## src/rtl/uart_core_cfg.sv

```systemverilog
// uart_core_cfg: single-clock UART with baud divisor, runtime frame format, TX/RX FIFOs, CTS/RTS.
// Define UART_PARITY_EN to build the optional parity bit (TX generation, RX check, rx_par_err).
module uart_core_cfg #(
   parameter int unsigned DATA_WIDTH = 8,
   parameter int unsigned FIFO_DEPTH = 16,
   parameter int unsigned DIV_WIDTH  = 16,
   parameter int unsigned OVERSAMPLE = 16
) (
   input  logic                          clk,
   input  logic                          reset_n,
   input  logic [DIV_WIDTH-1:0]          cfg_div,
   input  logic [3:0]                    cfg_data_bits,
   input  logic                          cfg_stop2,
   input  logic                          cfg_par_en,
   input  logic                          cfg_par_odd,
   input  logic [DATA_WIDTH-1:0]         tx_wdata,
   input  logic                          tx_wvalid,
   output logic                          tx_wready,
   output logic [DATA_WIDTH-1:0]         rx_rdata,
   output logic                          rx_rvalid,
   input  logic                          rx_rready,
   output logic [$clog2(FIFO_DEPTH):0]   tx_level,
   output logic [$clog2(FIFO_DEPTH):0]   rx_level,
   output logic                          tx_busy,
   output logic                          rx_frame_err,
   output logic                          rx_par_err,
   output logic                          rx_overrun,
   output logic                          tx,
   input  logic                          rx,
   input  logic                          cts_n,
   output logic                          rts_n
);
   localparam int unsigned AW = $clog2(FIFO_DEPTH);
   localparam int unsigned LW = AW + 1;
   localparam int unsigned CW = $clog2(OVERSAMPLE);
   localparam logic [CW-1:0] OS_LAST  = CW'(OVERSAMPLE - 1);
   localparam logic [CW-1:0] OS_MID   = CW'(OVERSAMPLE / 2 - 1);
   localparam logic [3:0]    DW4      = 4'(DATA_WIDTH);
   localparam logic [LW-1:0] FULL_LVL = LW'(FIFO_DEPTH);
   localparam logic [LW-1:0] RTS_LVL  = LW'(FIFO_DEPTH - 2);

   typedef enum logic [2:0] {
      StIdle, StStart, StData, StStop, StWait
`ifdef UART_PARITY_EN
      , StParity
`endif
   } state_e;

   // Baud tick generator
   logic [DIV_WIDTH-1:0] r_div_cnt;
   logic                 w_tick;
   assign w_tick = (r_div_cnt >= cfg_div);

   always_ff @(posedge clk or negedge reset_n) begin
      if (!reset_n)    r_div_cnt <= '0;
      else if (w_tick) r_div_cnt <= '0;
      else             r_div_cnt <= r_div_cnt + 1'b1;
   end

   logic [1:0]    r_rx_sync, r_cts_sync;
   logic          r_rts_n;
   logic          w_rx_s, w_cts_s;
   logic [LW-1:0] r_rx_level;
   assign w_rx_s  = r_rx_sync[1];
   assign w_cts_s = r_cts_sync[1];

   always_ff @(posedge clk or negedge reset_n) begin
      if (!reset_n) begin
         r_rx_sync  <= 2'b11;
         r_cts_sync <= 2'b11;
         r_rts_n    <= 1'b1;
      end else begin
         r_rx_sync  <= {r_rx_sync[0], rx};
         r_cts_sync <= {r_cts_sync[0], cts_n};
         r_rts_n    <= (r_rx_level >= RTS_LVL);
      end
   end

   // Out-of-range data-bit counts clamp to the full word
   logic [3:0]            w_nbits;
   logic [DATA_WIDTH-1:0] w_mask;
   always_comb begin
      w_nbits = (cfg_data_bits < 4'd5 || cfg_data_bits > DW4) ? DW4 : cfg_data_bits;
      w_mask  = '0;
      for (int i = 0; i < int'(DATA_WIDTH); i++) w_mask[i] = (i < int'(w_nbits));
   end

   // TX FIFO
   logic [DATA_WIDTH-1:0] r_tx_mem [FIFO_DEPTH];
   logic [AW-1:0]         r_tx_wp, r_tx_rp;
   logic [LW-1:0]         r_tx_level;
   logic                  w_tx_push, w_tx_pop;
   state_e                r_tx_state;

   assign tx_wready = (r_tx_level != FULL_LVL);
   assign w_tx_push = tx_wvalid && tx_wready;
   assign w_tx_pop  = (r_tx_state == StIdle) && w_tick && (r_tx_level != '0) && !w_cts_s;

   always_ff @(posedge clk) begin
      if (w_tx_push) r_tx_mem[r_tx_wp] <= tx_wdata;
   end

   always_ff @(posedge clk or negedge reset_n) begin
      if (!reset_n) begin
         r_tx_wp    <= '0;
         r_tx_rp    <= '0;
         r_tx_level <= '0;
      end else begin
         if (w_tx_push) r_tx_wp <= r_tx_wp + 1'b1;
         if (w_tx_pop)  r_tx_rp <= r_tx_rp + 1'b1;
         r_tx_level <= r_tx_level + LW'(w_tx_push) - LW'(w_tx_pop);
      end
   end

   // RX FIFO; a pop at full frees the slot for a same-cycle write
   logic [DATA_WIDTH-1:0] r_rx_mem [FIFO_DEPTH];
   logic [AW-1:0]         r_rx_wp, r_rx_rp;
   logic [DATA_WIDTH-1:0] r_rx_shift;
   logic                  r_rx_wr, w_rx_push, w_rx_pop;

   assign rx_rvalid = (r_rx_level != '0);
   assign rx_rdata  = r_rx_mem[r_rx_rp];
   assign w_rx_pop  = rx_rvalid && rx_rready;
   assign w_rx_push = r_rx_wr && ((r_rx_level != FULL_LVL) || w_rx_pop);

   always_ff @(posedge clk) begin
      if (w_rx_push) r_rx_mem[r_rx_wp] <= r_rx_shift;
   end

   always_ff @(posedge clk or negedge reset_n) begin
      if (!reset_n) begin
         r_rx_wp    <= '0;
         r_rx_rp    <= '0;
         r_rx_level <= '0;
      end else begin
         if (w_rx_push) r_rx_wp <= r_rx_wp + 1'b1;
         if (w_rx_pop)  r_rx_rp <= r_rx_rp + 1'b1;
         r_rx_level <= r_rx_level + LW'(w_rx_push) - LW'(w_rx_pop);
      end
   end

   // TX FSM
   logic [CW-1:0]         r_tx_os;
   logic [3:0]            r_tx_bit, r_tx_nbits;
   logic [DATA_WIDTH-1:0] r_tx_shift;
   logic                  r_tx_stop2, r_tx, w_tx_adv;
`ifdef UART_PARITY_EN
   logic                  r_tx_par_en, r_tx_par;
`endif
   assign w_tx_adv = w_tick && (r_tx_os == OS_LAST);

   always_ff @(posedge clk or negedge reset_n) begin
      if (!reset_n) begin
         r_tx_state  <= StIdle;
         r_tx_os     <= '0;
         r_tx_bit    <= '0;
         r_tx_nbits  <= DW4;
         r_tx_shift  <= '0;
         r_tx_stop2  <= 1'b0;
         r_tx        <= 1'b1;
`ifdef UART_PARITY_EN
         r_tx_par_en <= 1'b0;
         r_tx_par    <= 1'b0;
`endif
      end else begin
         if (w_tick && r_tx_state != StIdle) r_tx_os <= w_tx_adv ? '0 : r_tx_os + 1'b1;
         case (r_tx_state)
            StIdle: if (w_tx_pop) begin
               r_tx_state  <= StStart;
               r_tx        <= 1'b0;
               r_tx_os     <= '0;
               r_tx_shift  <= r_tx_mem[r_tx_rp] & w_mask;
               r_tx_nbits  <= w_nbits;
               r_tx_stop2  <= cfg_stop2;
`ifdef UART_PARITY_EN
               r_tx_par_en <= cfg_par_en;
               r_tx_par    <= ^(r_tx_mem[r_tx_rp] & w_mask) ^ cfg_par_odd;
`endif
            end
            StStart: if (w_tx_adv) begin
               r_tx_state <= StData;
               r_tx       <= r_tx_shift[0];
               r_tx_shift <= r_tx_shift >> 1;
               r_tx_bit   <= '0;
            end
            StData: if (w_tx_adv) begin
               if (r_tx_bit == r_tx_nbits - 1'b1) begin
                  r_tx_state <= StStop;
                  r_tx       <= 1'b1;
                  r_tx_bit   <= '0;
`ifdef UART_PARITY_EN
                  if (r_tx_par_en) begin
                     r_tx_state <= StParity;
                     r_tx       <= r_tx_par;
                  end
`endif
               end else begin
                  r_tx       <= r_tx_shift[0];
                  r_tx_shift <= r_tx_shift >> 1;
                  r_tx_bit   <= r_tx_bit + 1'b1;
               end
            end
`ifdef UART_PARITY_EN
            StParity: if (w_tx_adv) begin
               r_tx_state <= StStop;
               r_tx       <= 1'b1;
               r_tx_bit   <= '0;
            end
`endif
            StStop: if (w_tx_adv) begin
               if (r_tx_stop2 && r_tx_bit == '0) r_tx_bit   <= 4'd1;
               else                              r_tx_state <= StIdle;
            end
            default: r_tx_state <= StIdle;
         endcase
      end
   end

   // RX FSM; sampling points are counted from the start-bit mid-point
   state_e        r_rx_state;
   logic [CW-1:0] r_rx_os;
   logic [3:0]    r_rx_bit, r_rx_nbits;
   logic          r_frame_err, r_overrun, w_rx_mid, w_rx_adv;
`ifdef UART_PARITY_EN
   logic          r_rx_par_en, r_rx_par_odd, r_par_err;
`endif
   assign w_rx_mid = w_tick && (r_rx_os == OS_MID);
   assign w_rx_adv = w_tick && (r_rx_os == OS_LAST);

   always_ff @(posedge clk or negedge reset_n) begin
      if (!reset_n) begin
         r_rx_state   <= StIdle;
         r_rx_os      <= '0;
         r_rx_bit     <= '0;
         r_rx_nbits   <= DW4;
         r_rx_shift   <= '0;
         r_rx_wr      <= 1'b0;
         r_frame_err  <= 1'b0;
         r_overrun    <= 1'b0;
`ifdef UART_PARITY_EN
         r_rx_par_en  <= 1'b0;
         r_rx_par_odd <= 1'b0;
         r_par_err    <= 1'b0;
`endif
      end else begin
         r_rx_wr     <= 1'b0;
         r_frame_err <= 1'b0;
         r_overrun   <= r_rx_wr && !w_rx_push;
`ifdef UART_PARITY_EN
         r_par_err   <= 1'b0;
`endif
         if (w_tick) r_rx_os <= w_rx_adv ? '0 : r_rx_os + 1'b1;
         case (r_rx_state)
            StIdle: if (!w_rx_s) begin
               r_rx_state   <= StStart;
               r_rx_os      <= '0;
               r_rx_nbits   <= w_nbits;
               r_rx_shift   <= '0;
`ifdef UART_PARITY_EN
               r_rx_par_en  <= cfg_par_en;
               r_rx_par_odd <= cfg_par_odd;
`endif
            end
            StStart: if (w_rx_mid) begin
               r_rx_os    <= '0;
               r_rx_bit   <= '0;
               r_rx_state <= w_rx_s ? StIdle : StData;
            end
            StData: if (w_rx_adv) begin
               r_rx_shift[r_rx_bit] <= w_rx_s;
               r_rx_bit             <= r_rx_bit + 1'b1;
               if (r_rx_bit == r_rx_nbits - 1'b1) begin
                  r_rx_state <= StStop;
`ifdef UART_PARITY_EN
                  if (r_rx_par_en) r_rx_state <= StParity;
`endif
               end
            end
`ifdef UART_PARITY_EN
            StParity: if (w_rx_adv) begin
               r_par_err  <= (w_rx_s != (^r_rx_shift ^ r_rx_par_odd));
               r_rx_state <= StStop;
            end
`endif
            StStop: if (w_rx_adv) begin
               if (w_rx_s) begin
                  r_rx_wr    <= 1'b1;
                  r_rx_state <= StIdle;
               end else begin
                  r_frame_err <= 1'b1;
                  r_rx_state  <= StWait;
               end
            end
            StWait:  if (w_rx_s) r_rx_state <= StIdle;
            default: r_rx_state <= StIdle;
         endcase
      end
   end

`ifdef UART_PARITY_EN
   assign rx_par_err = r_par_err;
`else
   logic w_unused_par;
   assign w_unused_par = cfg_par_en ^ cfg_par_odd;
   assign rx_par_err   = 1'b0;
`endif

   assign tx_level     = r_tx_level;
   assign rx_level     = r_rx_level;
   assign tx_busy      = (r_tx_state != StIdle);
   assign rx_frame_err = r_frame_err;
   assign rx_overrun   = r_overrun;
   assign tx           = r_tx;
   assign rts_n        = r_rts_n;

endmodule

```

## config.mk

```make
export PLATFORM = sky130hd
export DESIGN_NAME = uart_core_cfg
export DESIGN_NICKNAME = d
export VERILOG_FILES = /design/src/rtl/uart_core_cfg.sv
export SDC_FILE = /design/constraint.sdc
export NUM_CORES = 1
export LEC_CHECK = 0
export CORE_ASPECT_RATIO = 1.2
export CORE_MARGIN = 1.5
export CORE_UTILIZATION = 25
export CTS_CLUSTER_DIAMETER = 200
export DETAILED_ROUTE_END_ITERATION = 12
export SLEW_MARGIN = 20
export SYNTH_ARGS = -nofsm -noshare
export SYNTH_HDL_FRONTEND = slang
export SYNTH_SLANG_ARGS = --single-unit
export TNS_END_PERCENT = 30
```

## constraint.sdc

```tcl
create_clock -name clk -period 4.1 [get_ports clk]
set_input_delay 0.82 -clock clk [delete_from_list [all_inputs] [get_ports clk]]
set_output_delay 0.82 -clock clk [all_outputs]
set_load 0.02 [all_outputs]
```

==> results.py <==
metrics = {
    "run_status": {
        "outcome": "finished clean",
    },
    "power_and_ir_drop": {
        "share_of_power_burned_in_combinational_logic_pct": 18.6,
        "switching_share_pct": 27.63,
        "report.power.total_mw": 9.879,
        "max-vdd-ir-drop_v": 0.0002740,
        "p_sw_mw": 2.729,
        "seqPwrFrac_pct": 44.5,
        "power_density_nw_per_um2": 539.6,
        "clock_power_share_pct": 36.9,
        "leakage_nw": 6.868,
        "internal_power_mw": 7.149,
    },
    "drt": {
        "drc": 0,
        "drt-total-wl_um": 30050,
        "route.detailed.wl_per_inst_um": 15.62,
        "postRouteAntennaNets": 0,
        "vias": 8371,
        "first_pass_iteration_count_of_the_detailed_router": 5,
        "drt_first_iter_violations": 615,
        "drt-vias-per-instance": 4.353,
    },
    "global_routing": {
        "antenna_found_initial": 1,
        "first_global_vias": 8696,
        "globalRouteOverflowTotal": 0,
        "grt_max_degree": 40,
        "first_pass_grt_wire_length_um": 48400,
        "groute.usage.overall_pct": 9.716,
    },
    "yosys": {
        "post_synth_inst_count": 1001,
        "yosysUniqueCellTypes": 62,
        "synth_top_flop_cell": "sky130_fd_sc_hd__edfxtp_1",
        "synth_top_area_cell": "sky130_fd_sc_hd__edfxtp_1",
        "number_of_enable_flip_flop_cells_after_synthesis": 256,
        "asyncSetResetFlopFracSynth_pct": 27.48,
        "syn_avg_cell_area_um2": 15.37,
        "syn-num-nets": 1093,
        "netlist_area_um2": 15380,
        "ys_seq_elements": 353,
        "seq_area_frac_synth_pct": 65.82,
        "synth_largest_type_area_fraction_pct": 49.98,
        "synthesis.yosys.warnings": 0,
        "synth.top_cells.by_area": "sky130_fd_sc_hd__edfxtp_1, sky130_fd_sc_hd__dfrtp_1, sky130_fd_sc_hd__mux4_2, sky130_fd_sc_hd__ha_1, sky130_fd_sc_hd__nand2_1",
    },
    "timing": {
        "report.final.setup_viol": 0,
        "timing.final.crit_share_pct": 92.67,
        "tns_ps": 0,
        "unrepaired_setup_endpoints_after_global_routing": "no",
        "timing.hold.ws_ps": 180.5,
        "tightestPinTransition_ps": 874.0,
        "max_freq_ghz": 0.2632,
        "timing.final.crit_period_ps": 3800,
        "final-hold-violation-count": 0,
        "slew_headroom_pct": 41.52,
        "slew_viol_final": 0,
        "fin_skew_ps": 28.25,
    },
    "run": {
        "number_of_violations_of_the_max_capacitance_limit": 0,
    },
    "clock_network": {
        "cts_repair_resize_count": 0,
        "clkSinkCount": 353,
        "clock_insertion_delay_worst_skew_ps": 560,
        "htree_levels": 2,
        "cts_tree": "done",
        "post_cts_hold_buffer_count": 0,
        "numCtsBuffers": 39,
        "worst_setup_hold_path_clk_slew_ps": 60,
        "cts_root_buffer": "sky130_fd_sc_hd__clkbuf_16",
        "post-cts-setup-buffers": 0,
        "cts_buffer_depth": 3,
    },
    "die": {
        "placeableCoreArea_um2": 60820,
        "die_w_um": 229.4,
        "die_height_um": 274.7,
        "fp-row-count": 99,
        "initial_utilization_pct": 25.29,
        "num_io_pins": 63,
        "die_area_um2": 63030,
    },
    "placement": {
        "post-dp-hpwl_um": 20410,
        "gp_congestion": 0.7461,
        "place.port_buffers": 59,
        "placed_cells_incl_taps": 1850,
    },
    "layout": {
        "ff_latch_area_um2": 10130,
        "flow.area_growth_from_synthesis_pct": 19.03,
        "fillers": 6020,
        "layout.cells.most_common_list": "sky130_fd_sc_hd__edfxtp_1, sky130_fd_sc_hd__dfrtp_1, sky130_fd_sc_hd__nand2_1",
        "drive_above_1_share_pct": 16.61,
        "final_cell_count_no_fill": 1923,
        "multiInputGateArea_um2": 4835,
        "layout_commonest_cell": "sky130_fd_sc_hd__edfxtp_1",
        "nNetsFinal": 1175,
    },
    "setup_path": {
        "critical_path.top_delay_family": "multiplexers",
        "crit_path_start_kind": "flop",
        "worst_path_largest_cell_delay_ps": 590,
        "critical_path.most_common_cell": "sky130_fd_sc_hd__mux4_2",
        "path_class": "flop to output pin",
        "cp.buffers_inverters": 2,
        "critPathCaptureType": "output pin",
        "slowest_stage": "sky130_fd_sc_hd__mux4_2",
        "cp.required_ps": 3280,
        "path_cells": "buf_12 > mux4_2 > mux4_2 > clkdlybuf4s50_1",
        "arrival_ps": 2980,
        "path_max_fanout": 31,
    },
    "worst_hold_path": {
        "hold_path_class": "input port to asynchronous set/reset pin",
    },
}
power by group through the flow:
stage               Sequential, mW  Combinational [mW]  Clock [mW]
floorplan                     4.41                1.35           0
global placement              4.46                1.84           0
detailed placement            4.47                1.88           0
CTS                           4.40                1.89        3.76
global route                  4.44                2.06        3.89
finish                        4.40                1.84        3.64
kinds of logic after synthesis:
family / count (synthesis) / share of synthesized area [%]
xor gates and xnor gates: 43 / 2.448
DFF: 353 / 65.82
other: 1 / 0.02438
buffers and inverters: 96 / 2.749
and+or+nand+nor: 243 / 7.337
muxes: 88 / 12.04
adders and majority gates: 55 / 4.571
AOI/OAI and AO/OA: 122 / 5.011
metrics by stage:
step | area, um2 | worst slack, ps | util (%)
final | 18310 | 300.4 | 30.10
after global routing | 18310 | 185.6 | 30.10
after CTS | 18310 | 236.3 | 30.10
after detailed placement | 16960 | 103.7 | 27.89
after global placement | 16960 | 97.74 | 27.89
after floorplan | 15380 | 697.0 | -
state kept, by name, indices dropped and copies added, names as in the netlist, 2 cells and up:
name and flops:
r_cts_sync 2, r_div_cnt 16, r_rx_bit 4, r_rx_mem 128
r_rx_nbits 4, r_rx_os 4, r_rx_rp 4, r_rx_shift 8
r_rx_state 3, r_rx_sync 2, r_rx_wp 4, r_tx_bit 4
r_tx_mem 128, r_tx_nbits 4, r_tx_os 4, r_tx_rp 4
r_tx_shift 8, r_tx_state 2, r_tx_wp 4, rx_level 5
tx_level 5
per-layer routing:
layer | up-vias | share of wire, % | wire length (um) | GRT usage (%)
met5 | - | 0 | 0 | 0
met4 | 0 | 2.1 | 619 | 3.047
met3 | 45 | 4.1 | 1245 | 2.260
met2 | 131 | 52 | 15680 | 17.48
met1 | 4261 | 42 | 12500 | 11.43
li1 | 3934 | - | - | -
final timing paths:
kind | end | cells past startpoint | slack [ps] | start
worst max-delay path | rx_rdata[4] | 4 | 300 | r_rx_rp[0]$_DFFE_PN0P_
worst min-delay path | r_tx_shift[7]$_DFFE_PN0P_ | 1 | 180 | reset_n
worst max register to register | tx_level[4]$_DFF_PN0_ | 17 | 1010 | r_div_cnt[2]$_DFF_PN0_
worst min register to register | r_cts_sync[1]$_DFF_PN1_ | 0 | 360 | r_cts_sync[0]$_DFF_PN1_
max in group asynchronous | r_cts_sync[1]$_DFF_PN1_ | 2 | 3050 | reset_n
min in group clk | r_cts_sync[1]$_DFF_PN1_ | 0 | 360 | r_cts_sync[0]$_DFF_PN1_
cell usage after synthesis (all sizes together) (14+ instances only):
| cell type | count |
|---|---|
| ha | 53 |
| buf | 24 |
| nand2 | 76 |
| xor2 | 17 |
| xnor2 | 26 |
| edfxtp | 256 |
| o21ai | 44 |
| dfrtp | 89 |
| nand3 | 19 |
| nor2b | 14 |
| a21oi | 27 |
| clkbuf | 20 |
| inv | 52 |
| mux4 | 75 |
| nor2 | 73 |
| nor3 | 16 |
area by class of cell:
class / count / share of cell area, %
flip-flops and latches: 353 / 55.31
multi-input cells: 552 / 26.41
well taps: 808 / 5.522
clock buffers: 44 / 5.488
repair buffers: 85 / 4.346
clock inverters: 28 / 1.845
inverters: 52 / 1.066
diodes: 1 / 0.01367
Note: power is estimated with default switching activity, not from simulation.
